$ cat src/rtl/io_output_reg_if.sv
// CPU-side IO bus for io_output_reg: address, store data, store strobe and
// combinational readback of the output port registers.
interface io_output_reg_if;
    logic [31:0] addr;
    logic [31:0] datain;
    logic        write_io_enable;
    logic [31:0] io_rdata;

    // CPU side drives the store and reads back.
    modport master (
        output addr,
        output datain,
        output write_io_enable,
        input  io_rdata
    );

    // Peripheral side decodes the store and returns readback data.
    modport slave (
        input  addr,
        input  datain,
        input  write_io_enable,
        output io_rdata
    );
endinterface

$ cat src/rtl/io_output_reg.sv
// Memory-mapped output port block: three 32-bit latched ports at 0xC0/0xC4/0xC8
// with a one-cycle update pulse per port, combinational readback, and an
// 8-digit multiplexed seven-segment scanner that shows out_port2 as hex.
module io_output_reg #(
    parameter int unsigned SCAN_DIV = 1000  // io_clk cycles per digit slot, 2..65535
) (
    input  logic                  io_clk,
    input  logic                  reset,
    io_output_reg_if.slave        bus,
    output logic [31:0]           out_port0,
    output logic [31:0]           out_port1,
    output logic [31:0]           out_port2,
    output logic [2:0]            out_valid,
    output logic [7:0]            seg_an,
    output logic [6:0]            seg_hex
);

    localparam logic [5:0]  ADDR_PORT0    = 6'b110000;  // 0xC0
    localparam logic [5:0]  ADDR_PORT1    = 6'b110001;  // 0xC4
    localparam logic [5:0]  ADDR_PORT2    = 6'b110010;  // 0xC8
    localparam logic [15:0] PRESCALE_LAST = 16'(SCAN_DIV - 1);

    // Hex digit to active-low segments {g,f,e,d,c,b,a}.
    function automatic logic [6:0] hex_to_seg(input logic [3:0] value);
        logic [6:0] seg;
        case (value)
            4'h0: seg = 7'b1000000;
            4'h1: seg = 7'b1111001;
            4'h2: seg = 7'b0100100;
            4'h3: seg = 7'b0110000;
            4'h4: seg = 7'b0011001;
            4'h5: seg = 7'b0010010;
            4'h6: seg = 7'b0000010;
            4'h7: seg = 7'b1111000;
            4'h8: seg = 7'b0000000;
            4'h9: seg = 7'b0010000;
            4'hA: seg = 7'b0001000;
            4'hB: seg = 7'b0000011;
            4'hC: seg = 7'b1000110;
            4'hD: seg = 7'b0100001;
            4'hE: seg = 7'b0000110;
            4'hF: seg = 7'b0001110;
        endcase
        return seg;
    endfunction

    logic [5:0]  word_addr;
    logic [2:0]  wr_sel;
    logic [31:0] rdata;
    logic [15:0] prescaler;
    logic        tick;
    logic [2:0]  digit_idx;
    logic [2:0]  next_digit;
    logic [3:0]  next_nibble;
    logic        unused_addr_bits;

    // Only the word address within the IO page takes part in decoding.
    assign word_addr        = bus.addr[7:2];
    assign unused_addr_bits = ^{bus.addr[31:8], bus.addr[1:0]};

    // One-hot select of the port written on this edge; none when the strobe is low.
    always_comb begin
        // NOTE: every combinational output gets a default first so no path leaves it
        // unassigned, which would otherwise infer a latch.
        wr_sel = 3'b000;
        if (bus.write_io_enable) begin
            case (word_addr)
                ADDR_PORT0: wr_sel = 3'b001;
                ADDR_PORT1: wr_sel = 3'b010;
                ADDR_PORT2: wr_sel = 3'b100;
                default:    wr_sel = 3'b000;
            endcase
        end
    end

    // Readback mux: matching port register, zero for every unmapped word.
    always_comb begin
        rdata = 32'h0;
        case (word_addr)
            ADDR_PORT0: rdata = out_port0;
            ADDR_PORT1: rdata = out_port1;
            ADDR_PORT2: rdata = out_port2;
            default:    rdata = 32'h0;
        endcase
    end

    assign bus.io_rdata = rdata;

    // Port registers and their update pulses; the pulse lines up with the new value.
    always_ff @(posedge io_clk or posedge reset) begin
        if (reset) begin
            out_port0 <= 32'h0;
            out_port1 <= 32'h0;
            out_port2 <= 32'h0;
            out_valid <= 3'b000;
        end else begin
            // NOTE: sequential state uses non-blocking assignments so every register
            // samples pre-edge values; the scanner below relies on this to show the
            // old out_port2 nibble when a write and a tick share an edge.
            if (wr_sel[0]) out_port0 <= bus.datain;
            if (wr_sel[1]) out_port1 <= bus.datain;
            if (wr_sel[2]) out_port2 <= bus.datain;
            out_valid <= wr_sel;
        end
    end

    assign tick        = (prescaler == PRESCALE_LAST);
    assign next_digit  = digit_idx + 3'd1;
    assign next_nibble = out_port2[{next_digit, 2'b00} +: 4];

    // Digit-slot prescaler: counts 0..SCAN_DIV-1, the wrap edge is the tick.
    always_ff @(posedge io_clk or posedge reset) begin
        if (reset) begin
            prescaler <= 16'h0;
        end else if (tick) begin
            prescaler <= 16'h0;
        end else begin
            prescaler <= prescaler + 16'h1;
        end
    end

    // Digit scanner: on each tick advance the index and register enable and segments.
    always_ff @(posedge io_clk or posedge reset) begin
        if (reset) begin
            digit_idx <= 3'd0;
            seg_an    <= 8'hFE;
            seg_hex   <= 7'b1000000;
        end else if (tick) begin
            digit_idx <= next_digit;
            seg_an    <= ~(8'b0000_0001 << next_digit);
            seg_hex   <= hex_to_seg(next_nibble);
        end
    end

endmodule

$ cat src/flat_wrapper.sv
// flat-port wrapper written by rule: the top's interface ports become plain ports
module io_output_reg_flat 
#(
    parameter int unsigned SCAN_DIV = 1000                                           
)
  (io_clk, reset, out_port0, out_port1, out_port2, out_valid, seg_an, seg_hex, bus_addr, bus_datain, bus_write_io_enable, bus_io_rdata);
  io_output_reg_if bus_i ();
  input  logic io_clk;
  input  logic reset;
  output logic [31:0] out_port0;
  output logic [31:0] out_port1;
  output logic [31:0] out_port2;
  output logic [2:0] out_valid;
  output logic [7:0] seg_an;
  output logic [6:0] seg_hex;
  input wire logic [$bits(bus_i.addr)-1:0] bus_addr;
  input wire logic [$bits(bus_i.datain)-1:0] bus_datain;
  input wire logic [$bits(bus_i.write_io_enable)-1:0] bus_write_io_enable;
  output wire logic [$bits(bus_i.io_rdata)-1:0] bus_io_rdata;
  assign bus_i.addr = bus_addr;
  assign bus_i.datain = bus_datain;
  assign bus_i.write_io_enable = bus_write_io_enable;
  assign bus_io_rdata = bus_i.io_rdata;
  io_output_reg #(.SCAN_DIV(SCAN_DIV)) u_core (.io_clk(io_clk), .reset(reset), .bus(bus_i), .out_port0(out_port0), .out_port1(out_port1), .out_port2(out_port2), .out_valid(out_valid), .seg_an(seg_an), .seg_hex(seg_hex));
endmodule
$ cat config.mk
export PLATFORM = sky130hd
export DESIGN_NAME = io_output_reg_flat
export DESIGN_NICKNAME = d
export VERILOG_FILES = /design/src/rtl/io_output_reg_if.sv /design/src/rtl/io_output_reg.sv /design/src/flat_wrapper.sv
export SDC_FILE = /design/constraint.sdc
export NUM_CORES = 1
export LEC_CHECK = 0
export ABC_CLOCK_PERIOD_IN_PS = 5800
export BUFFER_PORTS_ARGS = -buffer_cell sky130_fd_sc_hd__buf_2
export CORE_UTILIZATION = 38
export CTS_CLUSTER_DIAMETER = 100
export DETAILED_ROUTE_END_ITERATION = 12
export HOLD_SLACK_MARGIN = 0.1
export PLACE_DENSITY = 0.72
export SKIP_CTS_REPAIR_TIMING = 1
export SYNTH_ARGS = -nofsm -noshare
export SYNTH_HDL_FRONTEND = slang
export SYNTH_SLANG_ARGS = --single-unit
$ cat constraint.sdc
create_clock -name io_clk -period 5.8 [get_ports io_clk]
set_clock_uncertainty 0.1 [all_clocks]
set_input_delay 0.87 -clock io_clk [delete_from_list [all_inputs] [get_ports io_clk]]
set_output_delay 0.87 -clock io_clk [all_outputs]
set_load 0.02 [all_outputs]
==> flow_summary.ini, run 1 <==
[routing]
viasPerCell = 5.075
num_vias = 5217
drt_iter0_drc = 219
drc = 0
dr.pass1.iters = 5
wl_per_cell_um = 17.28
drtAntennaViolNets = 0
wl_um = 17770

[sta]
fin_crit_sh_pct = 63.42
max_slew_margin_pct = 21.95
rsz0062_at_grt = no
setup_slack_ps = 2122
setup_viol = 0
slew_viol_final = 0
fin_setup_tns_ps = 0
whs_ps = 388.8
max_freq_mhz = 271.9
fin_crit_ps = 3678
hold_violations = 0
worst_pin_slew_ps = 1170

[power]
powerDensity_mw_per_mm2 = 321.5
p_switching_mw = 0.8008
peakVddDrop_uv = 212.5
power_frac_comb_pct = 17.6
p_seq_share_pct = 41.8
p_leak_nw = 4.374
internal_power_mw = 1.851
power_mw = 2.652
power.share.switching_pct = 30.20
clkPwrFrac_pct = 40.6

[logic_synthesis]
yosys.area.top_type_share_pct = 47.88
syn_inst = 616
synth-seq-area-share_pct = 51.10
yosysMostFrequentCell = dfrtp_1
synth_warnings = 0
synthFlopType = dfrtp_1
ys_ff_latch = 133
yosysUniqueCellTypes = 46
synth_nets = 694
synth_edf_count = 0
synthesis.area_mm2 = 0.006533
syn_area_per_cell_um2 = 10.60
synth-async-reset-ratio_pct = 100.0
synth_top_area_cell = dfrtp_1
ys_top_cells_by_area = dfrtp_1 48%, mux2_2 12%, mux2i_1 6.7%
synth.top_cells.by_count = 125 x dfrtp_1, 106 x nand2_1, 90 x nor2_1

[worst_hold_path]
hold_path.class = register to register
hold_path.startpoint = u_core.seg_hex[5]$_DFFE_PP0N_

[final_layout]
fin_util_pct = 49.39
nets = 872
area_growth_pct = 26.26
instances_no_fill = 1028
drive_above_1_share_pct = 39.28
stdcell_area_mm2 = 0.008248

[die]
rows = 47
fp.dieW_um = 133.1
fp.dieH_um = 133.1
die-area_mm2 = 0.01772
io_pins = 213
initial_core_util_pct = 39.11
core_area_mm2 = 0.01670

[critical_path]
timing.rr.end = u_core.seg_hex[5]$_DFFE_PP0N_
start_kind = register
r2r_start = u_core.digit_idx[0]$_DFFE_PP0N_
arrival_ps = 3880
end_kind = register
crit_type = register to register
required_ps = 6000
reg2reg_setup_slack_ps = 2120
path_max_fanout = 19
r2r_cells = 9
crit_path_end = u_core.seg_hex[5]$_DFFE_PP0N_
startpoint = u_core.digit_idx[0]$_DFFE_PP0N_

[grt]
gr-total-overflow = 0
grt_use_total_pct = 20.86
grt_max_degree = 71
grt_pass1_wl_um = 27920
antenna_found_initial = 1
grt_pass1_vias = 5084

[place]
dp_hpwl_um = 12160
gp_congestion = 0.7941
postPlaceCellArea_mm2 = 0.007655
port-buffer-count = 186
post-place-cells = 995
pre_cts_slack_ps = 2099

[clock_tree]
root_buffer = clkbuf_16
cts.reportedPaths.clkPinSlew_ps = 60
clock_sink_count = 133
clkLatencyLatePin_ps = 420
cts_buffer_depth = 2
cts_tree = built
htree_levels = 4
cts_buffers = 17

[run]
maxCapViolations = 0

[status]
status = finished, final reports clean
## worst min path at each step
stage                                                 to  slack, ps  depth (start not counted)
after detailed placement   u_core.seg_hex[5]$_DFFE_PP0N_        380                          1
after CTS                  u_core.seg_hex[5]$_DFFE_PP0N_        390                          1
after global routing      u_core.prescaler[15]$_DFF_PP0_        420                          1
final                      u_core.seg_hex[5]$_DFFE_PP0N_        390                          1
after global placement    u_core.prescaler[15]$_DFF_PP0_        350                          1
after floorplan           u_core.prescaler[15]$_DFF_PP0_        330                          1
## flip-flops by register name, indices dropped and copies added, names as in the netlist
name and flops:
u_core.out_port0 32, u_core.out_port1 32, u_core.out_port2 32, u_core.seg_hex 7, u_core.out_valid 3, u_core.digit_idx 3, u_core.seg_an 8, u_core.prescaler 16
## layout by cell type (no fill, tap or decap), types with 3 or more instances in the layout
cell type,n
mux4_2,4
nor2_1,90
nand4_1,4
ha_1,11
dfrtp_1,125
xor2_1,7
clkinv_2,3
mux2_2,67
nor3_1,3
buf_2,186
buf_4,8
clkbuf_16,17
a31oi_1,12
mux2i_1,44
o21ai_1,5
xnor2_1,9
dfstp_2,8
nand2_1,105
inv_1,6
inv_6,5
nand3_1,7
a21oi_1,38
mux2_1,3
mux2_4,3
clkinv_4,3
## worst max-delay path, stage by stage (launching register included)
cell and delay (ps):
dfrtp_1 410, inv_2 150, ha_1 930, mux4_1 650, mux2i_1 450, inv_1 170
ha_1 280, mux2i_1 140, o221ai_1 140, o21a_1 140
## kinds of logic (layout without fill, tap and decap cells)
logic type	count (synthesis)	count (layout)	synth area share, %
AO/OA/AOI/OAI	62	62	5.267
XOR/XNOR	17	17	2.394
adder cells (fa/ha/maj)	11	11	2.107
buffers and inverters	44	235	3.046
flip-flops	133	133	51.10
multiplexers	123	123	21.68
other	0	1	0
AND/OR/NAND/NOR	226	226	14.40
## power groups by stage
stage	sequential (mW)	clock, mW	combinational (mW)
final	1.11	1.08	0.466
after global routing	1.12	1.14	0.504
after CTS	1.11	1.09	0.470
after detailed placement	1.12	0	0.469
after global placement	1.12	0	0.461
after floorplan	1.21	0	0.197
## area by class of cell
| class | instances | area [µm²] |
|---|---|---|
| Fill cell | 1558 | 8453 |
| Inverter | 9 | 38.79 |
| Clock inverter | 14 | 151.4 |
| Multi-Input combinational cell | 439 | 3012 |
| Antenna cell | 1 | 2.502 |
| Timing Repair Buffer | 194 | 991.0 |
| Clock buffer | 18 | 439.2 |
| Sequential cell | 133 | 3338 |
| Tap cell | 220 | 275.3 |
## layer usage
metal / up-vias / GRT usage (%) / wire length [µm]
met5: - / 0 / 0
met1: 2579 / 26.77 / 7851
met3: 15 / 5.746 / 1000
li1: 2462 / - / -
met4: 0 / 6.629 / 232
met2: 161 / 34.24 / 8681
Power figures use the tool's default switching activity.
==> inputs of run 2 (changes only) <==
Settings changed: ABC_AREA set to 1, ABC_CLOCK_PERIOD_IN_PS 5800 to 3000, PLACE_DENSITY 0.72 to 0.74.
Clock period 5.8 ns to 3 ns, I/O delays scaled along.
==> flow_summary.ini, run 2 <==
[worst_hold_path]
worstHoldEndpoint = u_core.out_port2[22]$_DFFE_PP0P_
hold_path.class = input pin to register
hold_path.startpoint = bus_datain[22]
hold_depth = 3

[logic_synthesis]
ys_top_cells_by_area = dfrtp_1 49%, nand2_1 15%, o21ai_0 7.4%
synthFlopType = dfrtp_1
yosys.area.top_type_share_pct = 48.84
yosysMostFrequentCell = nand2_1
synth_top_area_cell = dfrtp_1
synth_warnings = 0
synth_adder_area_share_pct = 2.149
synth_xor_area_share_pct = 1.211
syn_inst = 786
synth.top_cells.by_count = 252 x nand2_1, 125 x dfrtp_1, 98 x inv_1
syn_area_per_cell_um2 = 8.149
yosysUniqueCellTypes = 34
synth_top_family_by_area = simple AND/OR/NAND/NOR gates
synth-compound-area-share_pct = 13.26
synthSimpleGateAreaFrac_pct = 22.52
synth_edf_count = 0
synth-async-reset-ratio_pct = 100.0
synth-seq-area-share_pct = 52.12
ys_ff_latch = 133
synthesis.area_mm2 = 0.006405
synth.area.mux_share_pct = 0
synth_nets = 864

[sta]
setup_viol = 0
max_freq_mhz = 417.0
fin_crit_sh_pct = 79.93
fin_crit_ps = 2398
max_slew_margin_pct = 41.98
whs_ps = 148.3
hold_violations = 0
fin_setup_tns_ps = 0
rsz0062_at_grt = no
slew_viol_final = 0
worst_pin_slew_ps = 869.0

[die]
fp.dieH_um = 131.8
io_pins = 213
fp.dieW_um = 131.8
initial_core_util_pct = 38.76
die-area_mm2 = 0.01738
rows = 47
core_area_mm2 = 0.01652

[place]
postPlaceCellArea_mm2 = 0.007609
gp_congestion = 0.8762
dp_hpwl_um = 13080
port-buffer-count = 186

[grt]
grt_max_degree = 57
grt_use_total_pct = 21.98
grt_pass1_wl_um = 29980
antenna_found_initial = 0
gr-total-overflow = 0
grt_pass1_vias = 5892

[clock_tree]
clkLatencyLatePin_ps = 420
cts.reportedPaths.clkPinSlew_ps = 60
cts_buffer_depth = 2
root_buffer = clkbuf_16
cts_tree = built
cts_buffers = 17
clock_sink_count = 133
htree_levels = 4

[routing]
num_vias = 6002
wl_per_cell_um = 15.09
drtAntennaViolNets = 0
drc = 0
wl_um = 18160
drt_iter0_drc = 245
viasPerCell = 4.989
dr.pass1.iters = 7

[critical_path]
start_kind = register
cp_slowest_cell = dfrtp_1
r2r_start = u_core.digit_idx[0]$_DFFE_PP0N_
end_kind = register
reg2reg_setup_slack_ps = 600
critical_path.most_common_cell = nand3_1
timing.rr.end = u_core.seg_hex[3]$_DFFE_PP0N_
required_ps = 3210
crit_type = register to register
slowest_delay_ps = 440
path_max_fanout = 7
arrival_ps = 2610
cp_cell_sequence = ha_1 > xor2_2 > nand3_1 > nand2_1 > inv_1 > ha_1 > nand3_1 > nand3_1 > nand3_1 > nand2_1
r2r_cells = 10

[final_layout]
drive_above_1_share_pct = 25.84
nFillCells = 1578
nets = 1050
num_antenna_cells = 0
multiInputGateArea_mm2 = 0.002515
layout_common_cells = 252 x nand2_1, 186 x buf_2, 125 x dfrtp_1
mostFrequentLayoutCell = nand2_1
stdcell_area_mm2 = 0.008232
area_growth_pct = 28.52
regArea_mm2 = 0.003338
largestRegisters = u_core.out_port0 (32), u_core.out_port1 (32), u_core.out_port2 (32)

[status]
status = finished, final reports clean

[run]
maxCapViolations = 0

[power]
peakVddDrop_uv = 431.4
powerDensity_mw_per_mm2 = 648.3
p_leak_nw = 4.369
[run 2: cell count changes after synthesis, moves of 66 or more]
cell and delta:
inv_1 +91, mux2_2 -67, nand2_1 +146, nor2_1 -66, o21ai_0 +94
[run 2: logic make-up after synthesis]
logic type	after synthesis
AO/OA/AOI/OAI	148
XOR/XNOR	8
adder cells (fa/ha/maj)	11
buffers and inverters	138
flip-flops	133
AND/OR/NAND/NOR	348
[run 2: per-stage QoR]
step | power, mW | cells | util, % | worst slack [ps]
after floorplan | 2.771 | 786 | - | 542.1
after global placement | 3.166 | 1172 | 46.04 | 669.0
after detailed placement | 3.186 | 1172 | 46.04 | 625.7
after CTS | 5.381 | 1202 | 49.75 | 618.5
after global routing | 5.584 | 1203 | 49.81 | 366.4
final | 5.337 | 1203 | 49.81 | 602.0
[run 2: worst max-delay path, delay by kind of cell (launching register included)]
family	cells	cell delay (ps)
xor gates and xnor gates	1	410
buffers and inverters	1	100
and+or+nand+nor	6	720
adders and majority gates	2	520
DFF	1	440
[run 2: worst max path at each step]
stage / depth (start not counted) / from / slack (ps) / to
floorplan: 16 / u_core.digit_idx[0]$_DFFE_PP0N_ / 540 / u_core.seg_hex[0]$_DFFE_PP0N_
finish: 10 / u_core.digit_idx[0]$_DFFE_PP0N_ / 600 / u_core.seg_hex[3]$_DFFE_PP0N_
global placement: 8 / bus_addr[5] / 670 / bus_io_rdata[20]
global route: 13 / u_core.digit_idx[0]$_DFFE_PP0N_ / 370 / u_core.seg_hex[0]$_DFFE_PP0N_
CTS: 10 / u_core.digit_idx[0]$_DFFE_PP0N_ / 620 / u_core.seg_hex[4]$_DFFE_PP0N_
detailed placement: 8 / bus_addr[5] / 630 / bus_io_rdata[27]
[run 2: area by class of cell]
type	instances	share of cell area, %
clock buffer	21	5.594
clock inverter	9	1.854
multi-input combinational	515	30.55
sequential	133	40.55
tap	220	3.344
inverter	104	4.788
timing repair buffer	201	13.32
[run 2: per-layer routing]
| metal | global-route usage, % | routed length (µm) | share of wire (%) |
|---|---|---|---|
| met5 | 0 | 0 | 0 |
| met4 | 13.18 | 768 | 4.2 |
| met3 | 4.729 | 963 | 5.3 |
| met2 | 34.86 | 8611 | 47 |
| met1 | 27.62 | 7814 | 43 |
[run 2: power by group]
part | total, mW | leakage (nW) | switching (mW) | internal (mW)
clock | 2.18 | 0.291 | 0.761 | 1.42
combinational | 1.02 | 2.43 | 0.710 | 0.309
sequential | 2.13 | 1.65 | 0.135 | 2.00
==> inputs of run 3 (changes only) <==
Settings changed: ABC_CLOCK_PERIOD_IN_PS 3000 to 1980.
Clock period 3 ns to 1.98 ns, I/O delays scaled along.
==> flow_summary.ini, run 3 (synthesized netlist as in run 2, its figures left out) <==
[routing]
dr.pass1.iters = 5
wl_per_cell_um = 14.75
wl_um = 18590
drt_iter0_drc = 261
num_vias = 6188
viasPerCell = 4.911
drc = 0
drtAntennaViolNets = 0

[final_layout]
nets = 1105
largestRegisters = u_core.out_port0 (32), u_core.out_port1 (32), u_core.out_port2 (32)
mostFrequentLayoutCell = nand2_1
drive_above_1_share_pct = 30.10
area_growth_pct = 40.87
regArea_mm2 = 0.003338
fin_util_pct = 54.60
stdcell_area_mm2 = 0.009022
nFillCells = 1486
num_antenna_cells = 0
layout_common_cells = 248 x nand2_1, 186 x buf_2, 125 x dfrtp_1
multiInputGateArea_mm2 = 0.002709

[critical_path]
end_kind = register
r2r_start = u_core.digit_idx[0]$_DFFE_PP0N_
start_kind = register
arrival_ps = 2290
path_max_fanout = 8
required_ps = 2240
cp_slowest_cell = dfrtp_1
slowest_delay_ps = 380
startpoint = u_core.digit_idx[0]$_DFFE_PP0N_
cp_cell_sequence = buf_6 > inv_6 > ha_4 > inv_8 > nand3_2 > nand3_2 > nand2_4 > inv_2 > ha_2 > nand3b_1 > nand3_1 > nand3_1 > nand2_1
crit_type = register to register

[worst_hold_path]
hold_path.startpoint = bus_addr[4]
hold_path.class = input pin to register

[grt]
antenna_found_initial = 0
grt_use_total_pct = 21.63
grt_pass1_wl_um = 29750
gr-total-overflow = 0
grt_pass1_vias = 5898
grt_max_degree = 66

[power]
peakVddDrop_uv = 609.0
clkPwrFrac_pct = 40.4
p_switching_mw = 2.588
p_seq_share_pct = 38.8
powerDensity_mw_per_mm2 = 922.6
p_leak_nw = 4.696
power.share.switching_pct = 31.10
internal_power_mw = 5.735
power_frac_comb_pct = 20.8

[clock_tree]
clkLatencyLatePin_ps = 420
root_buffer = clkbuf_16
cts.reportedPaths.clkPinSlew_ps = 60
htree_levels = 4
cts_buffer_depth = 2
cts_tree = built
clock_sink_count = 133
cts_buffers = 17

[die]
fp.dieW_um = 131.8
core_area_mm2 = 0.01652
initial_core_util_pct = 38.76
fp.dieH_um = 131.8
rows = 47
io_pins = 213
die-area_mm2 = 0.01738

[sta]
slew_viol_final = 0
fin_crit_sh_pct = 102.9
worst_pin_slew_ps = 838.0
whs_ps = 319.4
setup_viol = 7
hold_violations = 0
rsz0062_at_grt = yes
max_slew_margin_pct = 44.13
fin_crit_ps = 2037
max_freq_mhz = 491.0
setup_slack_ps = -56.66

[run]
maxCapViolations = 0

[place]
dp_hpwl_um = 12820
postPlaceCellArea_mm2 = 0.007916
gp_congestion = 0.8458
port-buffer-count = 186

[status]
violations = setup timing
status = complete, but fails checks
==> run 3: changes by cell type in the layout (fill, tap and decap cells not counted), sizes merged <==
cell         before  now
inv             102  104
buf             200  223
clkbuf           21   17
clkinv            3    7
dlygate4sd3       1   33
==> run 3: final timing paths <==
check / end / slack (ps) / cells past startpoint
setup / recovery: u_core.seg_hex[4]$_DFFE_PP0N_ / -60 / 13
hold / removal: u_core.out_valid[1]$_DFF_PP0_ / 320 / 5
setup reg to reg: u_core.seg_hex[4]$_DFFE_PP0N_ / -60 / 13
hold reg to reg: u_core.prescaler[0]$_DFF_PP0_ / 360 / 1
max in group asynchronous: u_core.seg_hex[6]$_DFFE_PP1N_ / 830 / 4
min in group asynchronous: u_core.out_port2[5]$_DFFE_PP0P_ / 360 / 3
==> run 3: power groups by stage <==
stage / Sequential (mW) / Clock (mW) / Combinational (mW)
floorplan: 3.65 / 0 / 0.606
global placement: 3.27 / 0 / 1.61
detailed placement: 3.27 / 0 / 1.63
CTS: 3.23 / 3.40 / 1.64
global route: 3.27 / 3.52 / 1.89
finish: 3.23 / 3.36 / 1.73
==> run 3: metal layers <==
metal | global-route usage (%) | wire [µm] | up-vias
li1 | - | - | 3008
met1 | 27.38 | 8190 | 2931
met5 | 0 | 0 | -
met4 | 9.432 | 481 | 0
met2 | 35.48 | 8941 | 209
met3 | 4.883 | 972 | 40
==> run 3: critical path: cells and delay by family (launching register included) <==
family / cells / cell delay [ps]
DFF: 1 / 380
buffers and inverters: 4 / 310
adders and majority gates: 2 / 530
and+or+nand+nor: 7 / 660
==> run 3: layout make-up <==
type                            count  area share, %
Sequential cell                   133          37.00
Multi-Input combinational cell    515          30.02
Timing Repair Buffer              256          18.39
Clock buffer                       17          4.715
Inverter                          104          4.576
Tap cell                          220          3.051
Clock inverter                     15          2.247
==> run 3: stage by stage <==
step | power [mW] | worst slack, ps | setup TNS (ps) | cells
2_1_floorplan | 4.252 | -139.5 | -8554 | 786
3_3_place_gp | 4.874 | -55.68 | -273.2 | 1189
3_5_place_dp | 4.899 | -95.87 | -484.4 | 1189
4_1_cts | 8.266 | -116.6 | -637.8 | 1221
5_1_grt | 8.688 | -168.0 | -1058 | 1260
6_report | 8.324 | -56.66 | -307.9 | 1260
